[config.mk]
export PLATFORM = sky130hd
export DESIGN_NAME = booth_mul_arbiter_flat
export DESIGN_NICKNAME = d
export VERILOG_FILES = /design/src/rtl/booth_mul_arbiter_if.sv /design/src/rtl/booth_mul_arbiter.sv /design/src/flat_wrapper.sv
export SDC_FILE = /design/constraint.sdc
export NUM_CORES = 1
export LEC_CHECK = 0
export ABC_AREA = 1
export ABC_CLOCK_PERIOD_IN_PS = 4100
export BUFFER_PORTS_ARGS = -buffer_cell sky130_fd_sc_hd__buf_2
export CORE_MARGIN = 5
export CORE_UTILIZATION = 41
export CTS_BUF_LIST = sky130_fd_sc_hd__clkbuf_16
export DETAILED_ROUTE_END_ITERATION = 7
export PLACE_DENSITY = 0.68
export SETUP_SLACK_MARGIN = 0.02
export SKIP_LAST_GASP = 1
export SYNTH_ARGS = -nofsm -noshare
export SYNTH_HDL_FRONTEND = slang
export SYNTH_SLANG_ARGS = --single-unit
[constraint.sdc]
create_clock -name clk -period 4.1 [get_ports clk]
set_input_delay 0.41 -clock clk [delete_from_list [all_inputs] [get_ports clk]]
set_output_delay 0.41 -clock clk [all_outputs]
set_load 0.02 [all_outputs]
[src/rtl/booth_mul_arbiter_if.sv]
// Request/response bundle between the requesters and booth_mul_arbiter.
//   master : requester side (drives operands and req_valid, consumes products)
//   slave  : arbiter side (grants with req_ready, returns tagged products)
// Signals:
//   req_valid[NREQ]  per-requester request valid
//   req_m/req_q      4-bit multiplicand/multiplier, slice i belongs to requester i
//   req_ready[NREQ]  one-hot accept
//   rsp_valid/ready  product handshake
//   rsp_id           requester that owns rsp_p
//   rsp_p            8-bit two's-complement product
interface booth_mul_arbiter_if #(
    parameter int unsigned NREQ = 4,
    parameter int unsigned ID_W = 2
);
    logic [NREQ-1:0]   req_valid;
    logic [4*NREQ-1:0] req_m;
    logic [4*NREQ-1:0] req_q;
    logic [NREQ-1:0]   req_ready;
    logic              rsp_valid;
    logic              rsp_ready;
    logic [ID_W-1:0]   rsp_id;
    logic [7:0]        rsp_p;

    modport master (
        output req_valid,
        output req_m,
        output req_q,
        output rsp_ready,
        input  req_ready,
        input  rsp_valid,
        input  rsp_id,
        input  rsp_p
    );

    modport slave (
        input  req_valid,
        input  req_m,
        input  req_q,
        input  rsp_ready,
        output req_ready,
        output rsp_valid,
        output rsp_id,
        output rsp_p
    );
endinterface

[src/rtl/booth_mul_arbiter.sv]
// Round-robin arbiter and sequencer sharing one 4-bit radix-2 Booth multiplier
// between NREQ requesters.
// Ports:
//   clk        rising-edge clock
//   reset_n    asynchronous active-low reset
//   bus        booth_mul_arbiter_if.slave (request/response handshakes)
//   mul_reset  multiplier reset (active-high, synchronous inside the multiplier)
//   mul_load   multiplier load strobe
//   mul_m      multiplier M operand
//   mul_q      multiplier Q operand
//   mul_p      multiplier product
//   busy       high whenever the sequencer is not idle
module booth_mul_arbiter #(
    parameter int unsigned NREQ       = 4,
    parameter int unsigned ID_W       = 2,
    parameter int unsigned RUN_CYCLES = 4
) (
    input  logic                      clk,
    input  logic                      reset_n,
    booth_mul_arbiter_if.slave        bus,
    output logic                      mul_reset,
    output logic                      mul_load,
    output logic [3:0]                mul_m,
    output logic [3:0]                mul_q,
    input  logic [7:0]                mul_p,
    output logic                      busy
);
    localparam int unsigned CNT_W = (RUN_CYCLES > 1) ? $clog2(RUN_CYCLES) : 1;

    typedef enum logic [2:0] {
        StIdle,
        StLoad,
        StRun,
        StCap,
        StResp
    } state_e;

    state_e          r_state;
    logic [ID_W-1:0] r_rr_ptr;
    logic [CNT_W-1:0] r_cnt;
    logic [3:0]      r_mul_m;
    logic [3:0]      r_mul_q;
    logic            r_mul_load;
    logic [7:0]      r_rsp_p;
    logic [ID_W-1:0] r_rsp_id;
    logic            r_rsp_valid;

    logic            w_grant_any;
    logic [ID_W-1:0] w_grant_idx;
    logic [NREQ-1:0] w_grant;
    logic [3:0]      w_sel_m;
    logic [3:0]      w_sel_q;

    // (base + off) mod NREQ
    function automatic logic [ID_W-1:0] wrap_idx(input logic [ID_W-1:0] base,
                                                 input int unsigned off);
        int unsigned sum;
        sum = 32'(base) + off;
        return ID_W'(sum % NREQ);
    endfunction

    // First valid requester at or after rr_ptr, wrapping around.
    always_comb begin
        w_grant_any = 1'b0;
        w_grant_idx = '0;
        for (int k = 0; k < NREQ; k++) begin
            if (!w_grant_any && bus.req_valid[wrap_idx(r_rr_ptr, k)]) begin
                w_grant_any = 1'b1;
                w_grant_idx = wrap_idx(r_rr_ptr, k);
            end
        end
    end

    always_comb begin
        w_grant = '0;
        if (w_grant_any) begin
            w_grant[w_grant_idx] = 1'b1;
        end
    end

    always_comb begin
        w_sel_m = '0;
        w_sel_q = '0;
        for (int i = 0; i < NREQ; i++) begin
            if (w_grant_idx == ID_W'(i)) begin
                w_sel_m = bus.req_m[4*i +: 4];
                w_sel_q = bus.req_q[4*i +: 4];
            end
        end
    end

    // Grants only leave the block in IDLE and never while reset is held.
    assign bus.req_ready = (reset_n && (r_state == StIdle)) ? w_grant : '0;

    always_ff @(posedge clk or negedge reset_n) begin
        if (!reset_n) begin
            r_state     <= StIdle;
            r_rr_ptr    <= '0;
            r_cnt       <= '0;
            r_mul_m     <= '0;
            r_mul_q     <= '0;
            r_mul_load  <= 1'b0;
            r_rsp_p     <= '0;
            r_rsp_id    <= '0;
            r_rsp_valid <= 1'b0;
        end else begin
            unique case (r_state)
                StIdle: begin
                    if (w_grant_any) begin
                        r_mul_m    <= w_sel_m;
                        r_mul_q    <= w_sel_q;
                        r_rsp_id   <= w_grant_idx;
                        r_rr_ptr   <= wrap_idx(w_grant_idx, 1);
                        r_mul_load <= 1'b1;
                        r_state    <= StLoad;
                    end
                end
                StLoad: begin
                    r_mul_load <= 1'b0;
                    r_cnt      <= CNT_W'(RUN_CYCLES - 1);
                    r_state    <= StRun;
                end
                StRun: begin
                    if (r_cnt == '0) begin
                        r_state <= StCap;
                    end else begin
                        r_cnt <= r_cnt - 1'b1;
                    end
                end
                StCap: begin
                    r_rsp_p     <= mul_p;
                    r_rsp_valid <= 1'b1;
                    r_state     <= StResp;
                end
                StResp: begin
                    if (bus.rsp_ready) begin
                        r_rsp_valid <= 1'b0;
                        r_state     <= StIdle;
                    end
                end
                default: r_state <= StIdle;
            endcase
        end
    end

    // Multiplier is held cleared whenever it is not computing or feeding CAP.
    assign mul_reset     = (r_state == StIdle) || (r_state == StResp);
    assign mul_load      = r_mul_load;
    assign mul_m         = r_mul_m;
    assign mul_q         = r_mul_q;
    assign busy          = (r_state != StIdle);
    assign bus.rsp_valid = r_rsp_valid;
    assign bus.rsp_id    = r_rsp_id;
    assign bus.rsp_p     = r_rsp_p;
endmodule
[src/flat_wrapper.sv]
// flat-port wrapper written by rule: the top's interface ports become plain ports
module booth_mul_arbiter_flat 
#(
    parameter int unsigned NREQ       = 4,
    parameter int unsigned ID_W       = 2,
    parameter int unsigned RUN_CYCLES = 4
)
  (clk, reset_n, mul_reset, mul_load, mul_m, mul_q, mul_p, busy, bus_req_valid, bus_req_m, bus_req_q, bus_rsp_ready, bus_req_ready, bus_rsp_valid, bus_rsp_id, bus_rsp_p);
  booth_mul_arbiter_if #(.NREQ(NREQ), .ID_W(ID_W)) bus_i ();
  input  logic clk;
  input  logic reset_n;
  output logic mul_reset;
  output logic mul_load;
  output logic [3:0] mul_m;
  output logic [3:0] mul_q;
  input  logic [7:0] mul_p;
  output logic busy;
  input wire logic [$bits(bus_i.req_valid)-1:0] bus_req_valid;
  input wire logic [$bits(bus_i.req_m)-1:0] bus_req_m;
  input wire logic [$bits(bus_i.req_q)-1:0] bus_req_q;
  input wire logic [$bits(bus_i.rsp_ready)-1:0] bus_rsp_ready;
  output wire logic [$bits(bus_i.req_ready)-1:0] bus_req_ready;
  output wire logic [$bits(bus_i.rsp_valid)-1:0] bus_rsp_valid;
  output wire logic [$bits(bus_i.rsp_id)-1:0] bus_rsp_id;
  output wire logic [$bits(bus_i.rsp_p)-1:0] bus_rsp_p;
  assign bus_i.req_valid = bus_req_valid;
  assign bus_i.req_m = bus_req_m;
  assign bus_i.req_q = bus_req_q;
  assign bus_i.rsp_ready = bus_rsp_ready;
  assign bus_req_ready = bus_i.req_ready;
  assign bus_rsp_valid = bus_i.rsp_valid;
  assign bus_rsp_id = bus_i.rsp_id;
  assign bus_rsp_p = bus_i.rsp_p;
  booth_mul_arbiter #(.NREQ(NREQ), .ID_W(ID_W), .RUN_CYCLES(RUN_CYCLES)) u_core (.clk(clk), .reset_n(reset_n), .bus(bus_i), .mul_reset(mul_reset), .mul_load(mul_load), .mul_m(mul_m), .mul_q(mul_q), .mul_p(mul_p), .busy(busy));
endmodule
# == Yosys cells after proc, flatten, opt, wreduce, memory -nomap -nowiden ==
# Index checks and enable logic that the tools add are counted.
# op_classes
n_addsub,5
n_lt_le_gt_ge,6
n_eq_ne,11
n_mux,38
n_reduce_logical,21
# ops
op,n
$mux W4,10
$lt A2 B3 Y1 const B,5
$pmux W3 S5,1
$mux W1,11
$mux W2,5
$mux W3,3
$bmux W1 S2,4
$reduce_and A2 Y1,4
$eq A3 B2 Y1 const B,2
$reduce_bool A2 Y1,3
$logic_and A1 B1 Y1,5
$add A2 B1 Y2 const B,2
$add A2 B2 Y2 const B,2
$eq A2 B2 Y1 const B,2
$logic_not A2 Y1,2
$ne A2 B1 Y1 const B,2
$ne A2 B2 Y1 const B,2
$pmux W1 S2,2
$pmux W2 S2,1
$eq A3 B1 Y1 const B,1
$eq A3 B3 Y1 const B,1
$logic_not A1 Y1,3
$logic_not A3 Y1,1
$reduce_and A3 Y1,1
6 further kinds,6
# word_totals
ff_bits,27
inputBits,47
output_inout_bits,26
elab_cells,90

# == Longest topological paths before layout ==
# depth
word_depth,18
depth_mapped,19
ltp_nobuf,18

# == Least setup slack after synthesis ==
# Ideal clock, no wire load.
# synth_timing
kind,register -> output
from,register u_core.r_rr_ptr[0]
to,output port bus_req_ready[3]
arrival_time_ps,2146
required_ps,3690
setup_slack_ps,1544
path_stages_with_launch,16
n_path_buf,3
cell_sequence,dfrtp_1 buf_4 nand2_1 nand2_1 nand2_2 nand2_2 nor2_8 nand3_1 nand3_1 nand2_1 inv_1 ha_1 clkbuf_1 clkbuf_1 nand3_1 inv_1
# synth_via
elab_chain_cells,18
word_cells_on_any_way,32
classes_between,add/sub (3); order compare (2); mux (20); reduce/logical (7)
# synth_rtl
element,line,rtl
"start, declared",booth_mul_arbiter.sv:39,logic [ID_W-1:0] r_rr_ptr;
"start signal, assigned",booth_mul_arbiter.sv:113,"r_rr_ptr <= wrap_idx(w_grant_idx, 1);"
"parallel branches: the longest is 11 deep, another holds $add A2 B1 Y2",n/a,
$mux W2 (*),booth_mul_arbiter.sv:67,"if (!w_grant_any && bus.req_valid[wrap_idx(r_rr_ptr, k)]) begin"
named net u_core.w_grant_idx[1],booth_mul_arbiter.sv:49,logic [ID_W-1:0] w_grant_idx;
$lt A2 B3 Y1 (not written as such) / $ge A2 B1 Y1 (equally long branches),booth_mul_arbiter.sv:77,w_grant[w_grant_idx] = 1'b1;
$logic_and A1 B1 Y1 (not written as such),booth_mul_arbiter.sv:77,
$mux W1 (not written as such),booth_mul_arbiter.sv:77,
$demux W1 S2 (*),n/a,
$mux W4 (*),booth_mul_arbiter.sv:76,if (w_grant_any) begin
$mux W4 (*),booth_mul_arbiter.sv:93,assign bus.req_ready = (reset_n && (r_state == StIdle)) ? w_grant : '0;
"end, declared",flat_wrapper.sv:22,output wire logic [$bits(bus_i.req_ready)-1:0] bus_req_ready;
# Mark *: on every way through the listed nets, which the timed path passes. The select of a mux whose other input is x is not followed.

# == Worst setup path in the final report ==
# Same ends and word-level chain as after synthesis.

==> impl_metrics.ini <==
[logic_synthesis]
syn_area_per_cell_um2 = 7.270
synth.mux.area_fraction = 0.05341
synth_warnings = 0
synth_top_family_by_area = simple AND/OR/NAND/NOR gates
yosys.area_share.simple = 0.3212
synth_nets = 284
syn_inst = 232
synth_cell_types = 24
syn-cell-area_um2 = 1687
ys_ff_latch = 27
synth_xor_xnor_area_share = 0
synthAdderAreaFrac = 0.03709
synth_compound_area_frac = 0.1031
yosysSeqAreaShare = 0.4006

[critical_path]
timing.rr.end = u_core.mul_m[0]
crit_cells = 14
path_max_fanout = 17
crit_path_start_kind = register
r2r-start = u_core.r_rr_ptr[0]
critPathMaxStageDelay_ns = 0.54
crit_top_cell = nand2_1
worst-setup-path-type = reg2out
cp.arrival_ns = 2.59
crit_path_cell_trace = inv_2, nand2_1, nand2_1, nand2_2, nand2_2, nor2_8, nand3_1, nand2_1, nand2_1, inv_1, ha_1, nand3_1, inv_1, buf_2
reg2reg_depth = 17
crit_family = simple AND/OR/NAND/NOR gates
crit_end = bus_req_ready[3]
critPathLaunch = u_core.r_rr_ptr[0]
crit_path_end_kind = primary output
path_buf_inv = 4
required_ns = 3.69
cp_slowest_cell = dfrtp_1
r2r_slack_ns = 1.18

[cts]
clock-sinks = 27
cts-root-buf = clkbuf_16
insertion_delay_ns = 0.26
clk_pin_slew_ns = 0.07
cts_tree = yes
clock_path_buffers = 2
cts_htree_levels = 1
cts_setup_buffers = 0
hold_buffers = 0
cts_resized = 0
numCtsBuffers = 3

[sta]
fin_setup_tns_ns = 0
slew-limit-headroom = 0.5981
worst_slew_pin_slew_ns = 0.6028
setup_viol = 0
fin_crit_sh = 0.7315
hold_viol = 0
rsz0062_at_grt = no
min_period_ns = 2.999
slew_viol_final = 0
hold_slack_ns = 0.1566
skew_ns = 0.004636
fmax_mhz = 333.4

[grt]
grt_use_total = 0.1455
antenna_found_initial = 0
grt_pass1_wl_um = 6410
grt_max_degree = 29
gr-total-overflow = 0
grt_pass1_vias = 1491

[layout]
fillers = 385
seq_area_um2 = 675.6
layoutNonFillerInstCount = 352
multi_input_area_um2 = 868.3
area_growth_pct = 27.82
post-route-util = 0.5389
final_cell_mix = 90 x nand2_1, 72 x buf_2, 27 x dfrtp_1
final_layout_size_suffix_gt1_frac = 0.3179
antenna_cells = 0
nets = 355
final_common_cell = nand2_1

[drt]
via_per_inst = 4.676
dr.pass1.iters = 4
drt_iter0_drc = 49
wirelength_um = 3926
vias = 1646
ant_nets = 0
drc = 0
wire_per_inst_um = 11.15

[floorplanning]
start_util = 0.4216
fp.coreArea_um2 = 4000
die_w_um = 74.14
ios = 73
fp.dieH_um = 74.14
fp.dieArea_um2 = 5497
num_rows = 23

[run]
max_cap_viol_count = 0

[power_and_ir_drop]
ir_drop_mv = 0.5494
p_per_area_nw_per_um2 = 995.3
p_total_uw = 2146
p_leak_uw = 0.001268

[placement]
place_inst = 348
place_congestion = 0.7933
hpwl_um = 3168
portBuffers = 72

[status]
outcome = finished, final reports clean

[worst_hold_path]
hp-class = in2async
## worst register-to-register path: stages (launching register included)
cell	delay, ns
dfrtp_1	0.54
inv_2	0.11
nand2_1	0.13
nand2_1	0.06
o21ai_1	0.17
inv_1	0.13
nand3_1	0.12
nand2_1	0.06
nand2_1	0.15
inv_1	0.09
ha_1	0.31
nor2_1	0.43
nand2_1	0.09
nand2_1	0.07
o21ai_0	0.08
o21ai_0	0.18
nand2_1	0.08
nand2_1	0.06
## worst min path at each step
stage | start | to | slack (ns) | depth (start not counted)
2_1_floorplan | reset_n | u_core.bus.rsp_id[0] | 0.11 | 0
3_3_place_gp | u_core.bus.rsp_valid | u_core.bus.rsp_valid | 0.45 | 2
3_5_place_dp | reset_n | u_core.bus.rsp_p[2] | 0.45 | 1
4_1_cts | reset_n | u_core.mul_m[1] | 0.17 | 1
5_1_grt | reset_n | u_core.bus.rsp_p[2] | 0.20 | 1
6_report | reset_n | u_core.bus.rsp_p[2] | 0.16 | 1
## cell families (layout without fill, tap and decap cells)
family	Yosys count	count (layout)
AO/OA/AOI/OAI	34	34
adder cells (fa/ha/maj)	5	5
buffers and inverters	35	105
flip-flops	27	27
multiplexers	8	8
AND/OR/NAND/NOR	123	123
## area by class of cell
class / count / area share
inverters: 29 / 0.05049
multi-input cells: 170 / 0.4028
repair buffers: 72 / 0.1672
well taps: 50 / 0.02902
flip-flops and latches: 27 / 0.3134
clock inverters: 1 / 0.002322
clock buffers: 3 / 0.03482
## metrics by stage
step | area [um^2] | setup slack (ns)
floorplan | 1687 | 1.544
global placement | 2076 | 1.316
detailed placement | 2076 | 1.232
CTS | 2156 | 1.070
global route | 2156 | 0.7410
finish | 2156 | 1.101
## per-layer routing
metal  part of all wire  track usage  up-vias
met2               0.47       0.2382       57
met1               0.45       0.2017      708
met4             0.0087      0.04829        0
li1                   -            -      877
met5                  0            0        -
met3              0.069      0.01486        4
## registers in the layout (all words and copies together) (netlist names)
signal,cells
u_core.bus.rsp_p,8
u_core.r_rr_ptr,2
u_core.mul_load,1
u_core.r_state,3
u_core.bus.rsp_valid,1
u_core.mul_q,4
u_core.r_cnt,2
u_core.mul_m,4
u_core.bus.rsp_id,2
## where the power goes
group / internal (uW) / switching, uW
clock: 131 / 87.8
sequential: 399 / 80.5
combinational: 503 / 944
## cell usage after synthesis
| cell | number | area, um^2 |
|---|---|---|
| nor3_1 | 1 | 5.000 |
| dfrtp_1 | 27 | 675.7 |
| nand3_2 | 2 | 20.02 |
| o21ai_0 | 19 | 95.09 |
| inv_1 | 26 | 97.59 |
| ha_1 | 5 | 62.56 |
| a22oi_1 | 1 | 7.510 |
| nor2_1 | 11 | 41.29 |
| nand2_1 | 90 | 337.8 |
| inv_2 | 3 | 11.26 |
| buf_6 | 1 | 11.26 |
| nand4_1 | 1 | 6.260 |
| clkbuf_1 | 4 | 15.01 |
| o21ai_1 | 3 | 15.01 |
| nand2_4 | 1 | 11.26 |
| a21oi_1 | 10 | 50.05 |
| nor2_8 | 1 | 20.02 |
| a31oi_1 | 1 | 6.260 |
| mux2_2 | 8 | 90.09 |
| nand3_1 | 10 | 50.05 |
| nand3_4 | 1 | 17.52 |
| nand2_2 | 4 | 25.02 |
| buf_4 | 1 | 7.510 |
| nand3b_1 | 1 | 7.510 |
Note: power is estimated with default switching activity, not from simulation.
